--- src/rtl/alu_pkg.sv ---
// Shared encodings for the ALU decoder and the iterative execution unit.
package alu_pkg;

  typedef enum logic [2:0] {
    ALU_ADD  = 3'b000,
    ALU_SLL  = 3'b001,
    ALU_SLT  = 3'b010,
    ALU_SLTU = 3'b011,
    ALU_XOR  = 3'b100,
    ALU_SR   = 3'b101,
    ALU_OR   = 3'b110,
    ALU_AND  = 3'b111
  } alu_op_e;

  typedef enum logic [1:0] {
    IDLE  = 2'd0,
    SHIFT = 2'd1,
    DONE  = 2'd2
  } alu_state_e;

endpackage

--- src/rtl/alu_shift_step.sv ---
// One-bit shift of a DW-bit value, left or right, logical or arithmetic.
module alu_shift_step #(
  parameter int DW = 32
) (
  input  logic [DW-1:0] value,
  input  logic          right,
  input  logic          arith,
  output logic [DW-1:0] shifted
);

  // Arithmetic fill reuses the current MSB; since every step refills it with
  // itself, it always equals the original operand's sign bit.
  always_comb begin
    if (right) shifted = {arith & value[DW-1], value[DW-1:1]};
    else       shifted = {value[DW-2:0], 1'b0};
  end

endmodule

--- src/rtl/alu_iterative.sv ---
// Execute-stage ALU: single-cycle logic/arith ops, bit-serial shifts, valid/ready.
module alu_iterative
  import alu_pkg::*;
#(
  parameter int DW = 32
) (
  input  logic          clk,
  input  logic          rst_n,
  input  logic          in_valid,
  output logic          in_ready,
  input  logic [2:0]    alu_control,
  input  logic          func7_5,
  input  logic [DW-1:0] opr_a,
  input  logic [DW-1:0] opr_b,
  output logic          out_valid,
  input  logic          out_ready,
  output logic [DW-1:0] result
);

  localparam int SW = $clog2(DW);

  alu_state_e    state;
  alu_op_e       op;
  logic [SW-1:0] cnt, shamt;
  logic [DW-1:0] shreg, step, comb_res;
  logic          right, arith, is_shift;

  assign op       = alu_op_e'(alu_control);
  assign shamt    = opr_b[SW-1:0];
  assign is_shift = (op == ALU_SLL) || (op == ALU_SR);
  assign in_ready = (state == IDLE);

  always_comb begin
    comb_res = '0;
    case (op)
      ALU_ADD:  comb_res = func7_5 ? opr_a - opr_b : opr_a + opr_b;
      ALU_SLT:  comb_res = {{(DW-1){1'b0}}, $signed(opr_a) < $signed(opr_b)};
      ALU_SLTU: comb_res = {{(DW-1){1'b0}}, opr_a < opr_b};
      ALU_XOR:  comb_res = opr_a ^ opr_b;
      ALU_OR:   comb_res = opr_a | opr_b;
      ALU_AND:  comb_res = opr_a & opr_b;
      // Only reached with shamt == 0: the operand passes through unchanged.
      ALU_SLL, ALU_SR: comb_res = opr_a;
      default:  comb_res = '0;
    endcase
  end

  alu_shift_step #(.DW(DW)) u_step (
    .value   (shreg),
    .right   (right),
    .arith   (arith),
    .shifted (step)
  );

  always_ff @(posedge clk or negedge rst_n) begin
    if (!rst_n) begin
      state     <= IDLE;
      cnt       <= '0;
      shreg     <= '0;
      right     <= 1'b0;
      arith     <= 1'b0;
      out_valid <= 1'b0;
      result    <= '0;
    end else begin
      case (state)
        IDLE: if (in_valid) begin
          if (is_shift && shamt != '0) begin
            shreg <= opr_a;
            cnt   <= shamt;
            right <= (op == ALU_SR);
            arith <= (op == ALU_SR) && func7_5;
            state <= SHIFT;
          end else begin
            result    <= comb_res;
            out_valid <= 1'b1;
            state     <= DONE;
          end
        end
        SHIFT: begin
          shreg <= step;
          cnt   <= cnt - SW'(1);
          if (cnt == SW'(1)) begin
            result    <= step;
            out_valid <= 1'b1;
            state     <= DONE;
          end
        end
        DONE: if (out_ready) begin
          out_valid <= 1'b0;
          state     <= IDLE;
        end
        default: state <= IDLE;
      endcase
    end
  end

endmodule

--- config.mk ---
export PLATFORM = sky130hd
export DESIGN_NAME = alu_iterative
export DESIGN_NICKNAME = d
export VERILOG_FILES = /design/src/rtl/alu_pkg.sv /design/src/rtl/alu_shift_step.sv /design/src/rtl/alu_iterative.sv
export SDC_FILE = /design/constraint.sdc
export NUM_CORES = 1
export LEC_CHECK = 0
export ABC_AREA = 0
export BUFFER_PORTS_ARGS = -buffer_cell sky130_fd_sc_hd__buf_2
export CAP_MARGIN = 20
export CELL_PAD_IN_SITES_DETAIL_PLACEMENT = 1
export CELL_PAD_IN_SITES_GLOBAL_PLACEMENT = 1
export CORE_UTILIZATION = 44
export CTS_CLUSTER_SIZE = 20
export DETAILED_ROUTE_END_ITERATION = 10
export PLACE_DENSITY_LB_ADDON = 0.1
export SLEW_MARGIN = 30
export SYNTH_ARGS = -nofsm -noshare
export SYNTH_HDL_FRONTEND = slang
export SYNTH_SLANG_ARGS = --single-unit
--- constraint.sdc ---
create_clock -name clk -period 3.2 [get_ports clk]
set_input_delay 0.16 -clock clk [delete_from_list [all_inputs] [get_ports clk]]
set_output_delay 0.16 -clock clk [all_outputs]
set_load 0.03 [all_outputs]
==> flow_summary.json, run 1 <==
{
  "worst-endpoint-required_ps": 3460,
  "timing.hold.worst.class": "in -> reg",
  "count_of_buffering_cells_on_the_critical_path_with_inverters_included": 2,
  "hold_viol": 0,
  "port_buffers": 105,
  "sequential_area_share_after_synthesis_pct": 21.3,
  "floorplan.initialDensity_pct": 44.7,
  "post-dp-hpwl_mm": 25.2,
  "via_per_inst": 6.08,
  "rsz0062_at_grt": "no",
  "dieHeight_um": 142,
  "tritoncts": "done",
  "detail_route.first_pass.iterations": 7,
  "tot_gr_track_use_pct": 33.4,
  "cts_root_buf": "sky130_fd_sc_hd__clkbuf_16",
  "ant_nets": 0,
  "route.final.wire_length_mm": 33.1,
  "grt_start_max_net_pins": 75,
  "final_min_period_over_clock_period_pct": 93.7,
  "area.growth.synth_to_final_pct": 13.9,
  "cellLeakagePower_nw": 4.55,
  "synth.ff_latch_count": 74,
  "drt_first_iter_violations": 674,
  "syn-mean-instance-area_um2": 7.57,
  "cpLargestDelayFamily": "compound AO/OA/AOI/OAI gates",
  "grt_pass1_vias": 9163,
  "yosysWarnings": 0,
  "post-route-util_pct": 51.0,
  "synthesis.area_mm2": 0.00868,
  "num-nets-final": 1412,
  "cts_inserted_buffers": 9,
  "worstSetupStartpointType": "primary input",
  "total_power_density_per_cell_area_mw_per_mm2": 668,
  "cts-resized-gates": 0,
  "die_area_mm2": 0.0203,
  "clkLatencyLatePin_ps": 350,
  "routed-via-count": 9190,
  "rr_startpoint": "cnt[1]",
  "path_max_fanout": 4,
  "worst_slew_margin_rel_pct": 50.3,
  "timing_worst_setup_path_type": "in -> reg",
  "clkTransAtPathRegs_ps": 70,
  "critPathSlowestCell": "sky130_fd_sc_hd__a2111oi_0",
  "synth_fp_nets": 1318,
  "arrival_ps": 3250,
  "worst_pin_slew_ps": 745,
  "synth_cell_types": 77,
  "fmax_mhz": 334,
  "slowest_delay_ps": 500,
  "wl_per_cell_um": 21.9,
  "critical_path_cell_sequence": "buf_2, ha_1, inv_1, fa_1, nor2b_1, o31a_1, o311a_1, nor3_1, o221ai_1, a2111oi_0, or2_1, a221oi_2, xnor2_1, o31ai_2",
  "status": "finished, final reports clean",
  "syn_inst": 1146,
  "hold_crit_start": "out_ready",
  "top_level_ports": 106,
  "worst_hold_path.num_cells": 4,
  "core_area_mm2": 0.0194,
  "route.detailed.drc": 0,
  "synth_flop_cell": "sky130_fd_sc_hd__dfrtp_1",
  "type_of_destination_of_the_critical_path": "flop",
  "clock_sink_count": 74,
  "grt_overflow_total": 0,
  "weighted_congestion_at_the_end_of_routability_driven_global_placement": 0.963,
  "global_route_wire_length_before_repair_mm": 51.7,
  "max-cap-violations": 0,
  "cts_max_path_buffers": 2,
  "r2r_setup_slack_ps": 740,
  "hold_end": "state[1]",
  "final.setup_skew_ps": 7.58,
  "setup_viol": 0,
  "chipWidth_um": 142,
  "asyncSetResetFlopFracSynth_pct": 100,
  "post-route-cell-area_mm2": 0.00989,
  "irDropWorstVdd_uv": 382,
  "number_of_cells_on_the_worst_reg_to_reg_path": 11,
  "synth_enable_flop_cells": 0,
  "post-cts-setup-buffer-count": 0,
  "worstReg2RegEnd": "result[19]",
  "layout_min_cycle_time_ps": 3000,
  "core.rowCount": 51,
  "level_count_of_the_clock_h_tree": 3,
  "final_layout_size_suffix_gt1_share_pct": 17.3,
  "initial_antenna_violation_count": 1,
  "n_fill_cell": 2532,
  "maxSlewViolCount": 0,
  "cts.hold.buffers_added": 1,
  "detailed_place.area_mm2": 0.00955,
  "total_power_draw_mw": 6.60
}
==> cells in the mapped netlist (4+ instances only) <==
cell type	n	share of area [%]
sky130_fd_sc_hd__clkbuf_1	57	2.5
sky130_fd_sc_hd__nand2_1	134	5.8
sky130_fd_sc_hd__a22oi_1	7	0.61
sky130_fd_sc_hd__ha_1	98	14
sky130_fd_sc_hd__nand3_1	14	0.81
sky130_fd_sc_hd__buf_1	5	0.22
sky130_fd_sc_hd__dfrtp_1	74	21
sky130_fd_sc_hd__nand4_1	6	0.43
sky130_fd_sc_hd__o211ai_1	19	1.6
sky130_fd_sc_hd__o21bai_1	11	0.95
sky130_fd_sc_hd__mux2i_1	8	0.92
sky130_fd_sc_hd__clkbuf_8	11	1.7
sky130_fd_sc_hd__nor2b_1	34	2.5
sky130_fd_sc_hd__o2111ai_1	4	0.40
sky130_fd_sc_hd__a211o_1	4	0.40
sky130_fd_sc_hd__nand2b_1	6	0.43
sky130_fd_sc_hd__nor4_1	6	0.43
sky130_fd_sc_hd__nor3_1	25	1.4
sky130_fd_sc_hd__inv_1	100	4.3
sky130_fd_sc_hd__nor3b_1	4	0.35
sky130_fd_sc_hd__xor2_1	4	0.40
sky130_fd_sc_hd__a31oi_1	42	3.0
sky130_fd_sc_hd__xnor2_1	25	2.5
sky130_fd_sc_hd__and3_1	6	0.43
sky130_fd_sc_hd__a211oi_1	50	4.3
sky130_fd_sc_hd__o21ai_0	47	2.7
sky130_fd_sc_hd__nor2_1	75	3.2
sky130_fd_sc_hd__o31a_1	5	0.50
sky130_fd_sc_hd__a21o_1	15	1.3
sky130_fd_sc_hd__a221oi_1	26	2.6
sky130_fd_sc_hd__buf_2	6	0.35
sky130_fd_sc_hd__or2_2	6	0.43
sky130_fd_sc_hd__a21oi_1	109	6.3
sky130_fd_sc_hd__o21a_1	7	0.61
sky130_fd_sc_hd__o31ai_1	30	2.6
==> cell usage in the layout, fill, tap and decap left out, drive strengths merged, types with 32 or more instances in the layout <==
cell    count
buf       165
nor2b      34
o31ai      32
nand2     136
inv       101
ha         98
o21ai      48
a21oi     109
nor2       76
dfrtp      74
a211oi     51
a31oi      42
==> final cells by class <==
cell class / count / area [um^2] / area share, %
antenna: 2 / 5.00 / 0.0506
multi-input combinational: 888 / 6010 / 60.7
sequential: 74 / 1850 / 18.7
clock buffer: 10 / 229 / 2.32
clock inverter: 6 / 91.3 / 0.924
timing repair buffer: 166 / 992 / 10.0
tap: 265 / 332 / 3.35
inverter: 101 / 379 / 3.83
==> worst register-to-register path, delay by kind of cell (launching register included) <==
family          cells  cell delay (ps)
compound gates      3              540
buf+inv             2              350
fa+ha+maj           1              170
flops               1              380
simple gates        5              920
==> power by group <==
part,leakage [nW],internal [mW],switching (mW),total (mW)
logic,3.55,1.32,2.34,3.67
clock network,0.145,0.685,0.446,1.13
registers,0.857,1.39,0.413,1.81
==> how the worst max path moves through the flow <==
stage / start / end / slack [ps] / cells after the start
after global routing: opr_b[0] / result[24] / 50 / 14
after global placement: opr_a[0] / result[18] / 20 / 14
after CTS: opr_b[0] / result[28] / 290 / 14
after detailed placement: opr_b[0] / result[24] / -50 / 14
after floorplan: opr_a[0] / result[18] / 530 / 13
final: opr_b[0] / result[28] / 200 / 14
==> stage by stage <==
step / std cells / setup WS [ps] / hold WS, ps / setup TNS (ps)
after floorplan: 1146 / 526 / -136 / 0
after global routing: 1511 / 52.9 / 92.8 / 0
final: 1512 / 202 / 71.1 / 0
after global placement: 1493 / 21.1 / 396 / 0
after detailed placement: 1493 / -47.1 / 253 / -69.4
after CTS: 1510 / 291 / 65.8 / 0
==> sequential cells by signal (all words and copies together) (netlist names) <==
register / cells
arith: 1
cnt: 5
out_valid: 1
result: 32
right: 1
shreg: 32
state: 2
==> cells by family (layout without fill, tap and decap cells) <==
| family | count (synthesis) | count (layout) | synth area share [%] |
|---|---|---|---|
| muxes | 9 | 9 | 1.05 |
| adders and majority gates | 100 | 100 | 14.6 |
| and+or+nand+nor | 333 | 333 | 17.7 |
| AOI/OAI and AO/OA | 417 | 417 | 32.8 |
| xor gates and xnor gates | 29 | 29 | 2.93 |
| other | 0 | 2 | 0 |
| DFF | 74 | 74 | 21.3 |
| buffers and inverters | 184 | 283 | 9.62 |
==> layer usage <==
metal | vias up | share of wire, % | global-route usage, %
li1 | 4308 | - | -
met1 | 4525 | 48 | 48.2
met2 | 312 | 43 | 50.0
met3 | 45 | 7.3 | 7.20
met4 | 0 | 1.9 | 8.55
met5 | - | 0 | 0
(Power assumes the default switching activity.)
==> inputs of run 2 (changes only) <==
==> constraint.sdc (replaced) <==
create_clock -name clk -period 3.3 [get_ports clk]
set_input_delay 0.165 -clock clk [delete_from_list [all_inputs] [get_ports clk]]
set_output_delay 0.165 -clock clk [all_outputs]
set_load 0.03 [all_outputs]
==> run 2 against run 1 <==
  * Die area stayed put
  * Clock-buffer cell count fell by 1
  * Total power shrank 3.4%
  * Worst setup slack better by 120 ps
  * Register-to-register slack better by 70 ps
  * Critical path depth unchanged
  * Final area fell by 0.84%
  * Routed wire length down 0.67%
  * Final cell count shrank 0.99%
  * Sequential cell count stayed put
  * Largest cell class unchanged
==> flow_summary.json, run 2 (synthesis gave the netlist of run 1 again) <==
{
  "status": "finished, final reports clean",
  "detailed_place.area_mm2": 0.00947,
  "chipWidth_um": 142,
  "initial_antenna_violation_count": 1,
  "layout_top_registers": "result x32, shreg x32, cnt x5",
  "layout_min_cycle_time_ps": 2980,
  "cellLeakagePower_nw": 4.50,
  "area.growth.synth_to_final_pct": 13.0,
  "cell_internal_pwr_mw": 3.29,
  "p_sw_share_pct": 48.5,
  "worst_pin_slew_ps": 973,
  "num-nets-final": 1398,
  "worst-endpoint-required_ps": 3550,
  "path_max_fanout": 5,
  "worst_hold_path.num_cells": 2,
  "irDropWorstVdd_uv": 367,
  "tot_gr_track_use_pct": 33.0,
  "post-route-cell-area_mm2": 0.00980,
  "rsz0062_at_grt": "no",
  "weighted_congestion_at_the_end_of_routability_driven_global_placement": 0.947,
  "route.detailed.drc": 0,
  "core.rowCount": 51,
  "cts_root_buf": "sky130_fd_sc_hd__clkbuf_16",
  "routed-via-count": 9182,
  "die_area_mm2": 0.0203,
  "final_layout_size_suffix_gt1_share_pct": 16.3,
  "power.share.clock_pct": 17.1,
  "combinational_power_share_pct": 55.6,
  "final_min_period_over_clock_period_pct": 90.3,
  "post-dp-hpwl_mm": 25.6,
  "clkTransAtPathRegs_ps": 60,
  "grt_overflow_total": 0,
  "route.final.wire_length_mm": 32.9,
  "top_level_ports": 106,
  "max-cap-violations": 0,
  "layout_common_cells": "sky130_fd_sc_hd__nand2_1, sky130_fd_sc_hd__a21oi_1, sky130_fd_sc_hd__buf_2, sky130_fd_sc_hd__inv_1, sky130_fd_sc_hd__ha_1",
  "ant_nets": 0,
  "port_buffers": 105,
  "core_area_mm2": 0.0194,
  "mostFrequentLayoutCell": "sky130_fd_sc_hd__nand2_1",
  "layoutNonFillerInstCount": 1497,
  "via_per_inst": 6.13,
  "final.setup_skew_ps": 11.8,
  "hold_viol": 0,
  "p_seq_share_pct": 27.2,
  "clkLatencyLatePin_ps": 350,
  "number_of_cells_on_the_worst_reg_to_reg_path": 12,
  "detail_route.first_pass.iterations": 5,
  "arrival_ps": 3230,
  "level_count_of_the_clock_h_tree": 3,
  "cts-resized-gates": 0,
  "grt_pass1_vias": 8966,
  "cts_inserted_buffers": 9,
  "drt_first_iter_violations": 588,
  "dpl.cell_count": 1479,
  "worst_slew_margin_rel_pct": 34.8,
  "total_power_density_per_cell_area_mw_per_mm2": 651,
  "tritoncts": "done",
  "floorplan.initialDensity_pct": 44.7,
  "global_route_wire_length_before_repair_mm": 51.2,
  "clock_sink_count": 74,
  "fmax_mhz": 336,
  "totalNegativeSetupSlack_ps": 0,
  "switching_power_mw": 3.09,
  "cts_max_path_buffers": 2,
  "worstSetupStartpointType": "primary input",
  "setup_viol": 0,
  "maxSlewViolCount": 0,
  "type_of_destination_of_the_critical_path": "flop",
  "timing_worst_setup_path_type": "in -> reg",
  "grt_start_max_net_pins": 75,
  "wl_per_cell_um": 22.0,
  "timing.hold.worst.class": "in -> reg",
  "dieHeight_um": 142
}
run 2: changes by cell type in the layout (fill, tap and decap cells not counted):
cell,change
sky130_fd_sc_hd__clkbuf_1,-1
sky130_fd_sc_hd__buf_12,+2
sky130_fd_sc_hd__clkinv_4,+1
sky130_fd_sc_hd__buf_4,-16
sky130_fd_sc_hd__clkinvlp_4,-1
run 2: cell type report:
cell class	count	area (um^2)
fill	2550	9590
clock buffer	9	225
multi-input combinational	888	6010
inverter	101	379
sequential	74	1850
antenna	2	5.00
clock inverter	6	92.6
timing repair buffer	152	912
tap	265	332
run 2: power groups by stage:
stage	combinational, mW	clock [mW]	sequential (mW)
floorplan	2.10	0	1.97
global placement	3.42	0	1.73
detailed placement	3.49	0	1.74
CTS	3.52	1.10	1.73
global route	3.88	1.13	1.79
finish	3.55	1.09	1.74
run 2: per-layer routing:
layer  track usage, %  vias up  wire (um)
met5                0        -          0
met4             9.17        0        618
met3             5.92       43       2230
met2             48.7      295      13900
met1             48.6     4569      16100
li1                 -     4275          -
run 2: critical path, cell delays in order:
cell and delay (ps):
sky130_fd_sc_hd__buf_2 140, sky130_fd_sc_hd__ha_1 210, sky130_fd_sc_hd__inv_1 90, sky130_fd_sc_hd__fa_1 190, sky130_fd_sc_hd__nor2b_1 70, sky130_fd_sc_hd__o31a_1 300, sky130_fd_sc_hd__o311a_1 300, sky130_fd_sc_hd__nor3_1 340
sky130_fd_sc_hd__o221ai_1 210, sky130_fd_sc_hd__a2111oi_0 450, sky130_fd_sc_hd__or2_1 270, sky130_fd_sc_hd__a221oi_2 90, sky130_fd_sc_hd__xnor2_1 170, sky130_fd_sc_hd__o31ai_2 230
run 2: path summary, 6_finish.rpt:
check / start / endpoint / slack [ps]
worst max-delay path: opr_b[0] / result[28] / 320
worst min-delay path: in_valid / state[0] / 80
worst max register to register: cnt[1] / result[22] / 810
worst min register to register: result[8] / result[8] / 480
max in group asynchronous: rst_n / right / 2310
min in group asynchronous: rst_n / result[5] / 420
run 2: stage by stage:
stage	util, %	total power [mW]	worst slack [ps]	hold WS, ps
floorplan	-	4.07	621	-131
global placement	48.8	5.15	94.0	408
detailed placement	48.8	5.24	17.1	261
CTS	50.5	6.35	382	70.4
global route	50.5	6.80	171	80.1
finish	50.5	6.38	321	78.5
run 2: repair_timing:
action                                 in CTS  in global routing
hold buffers                                1                  0
endpoints found under the hold margin      74                  0
buffers inserted                            0                  0
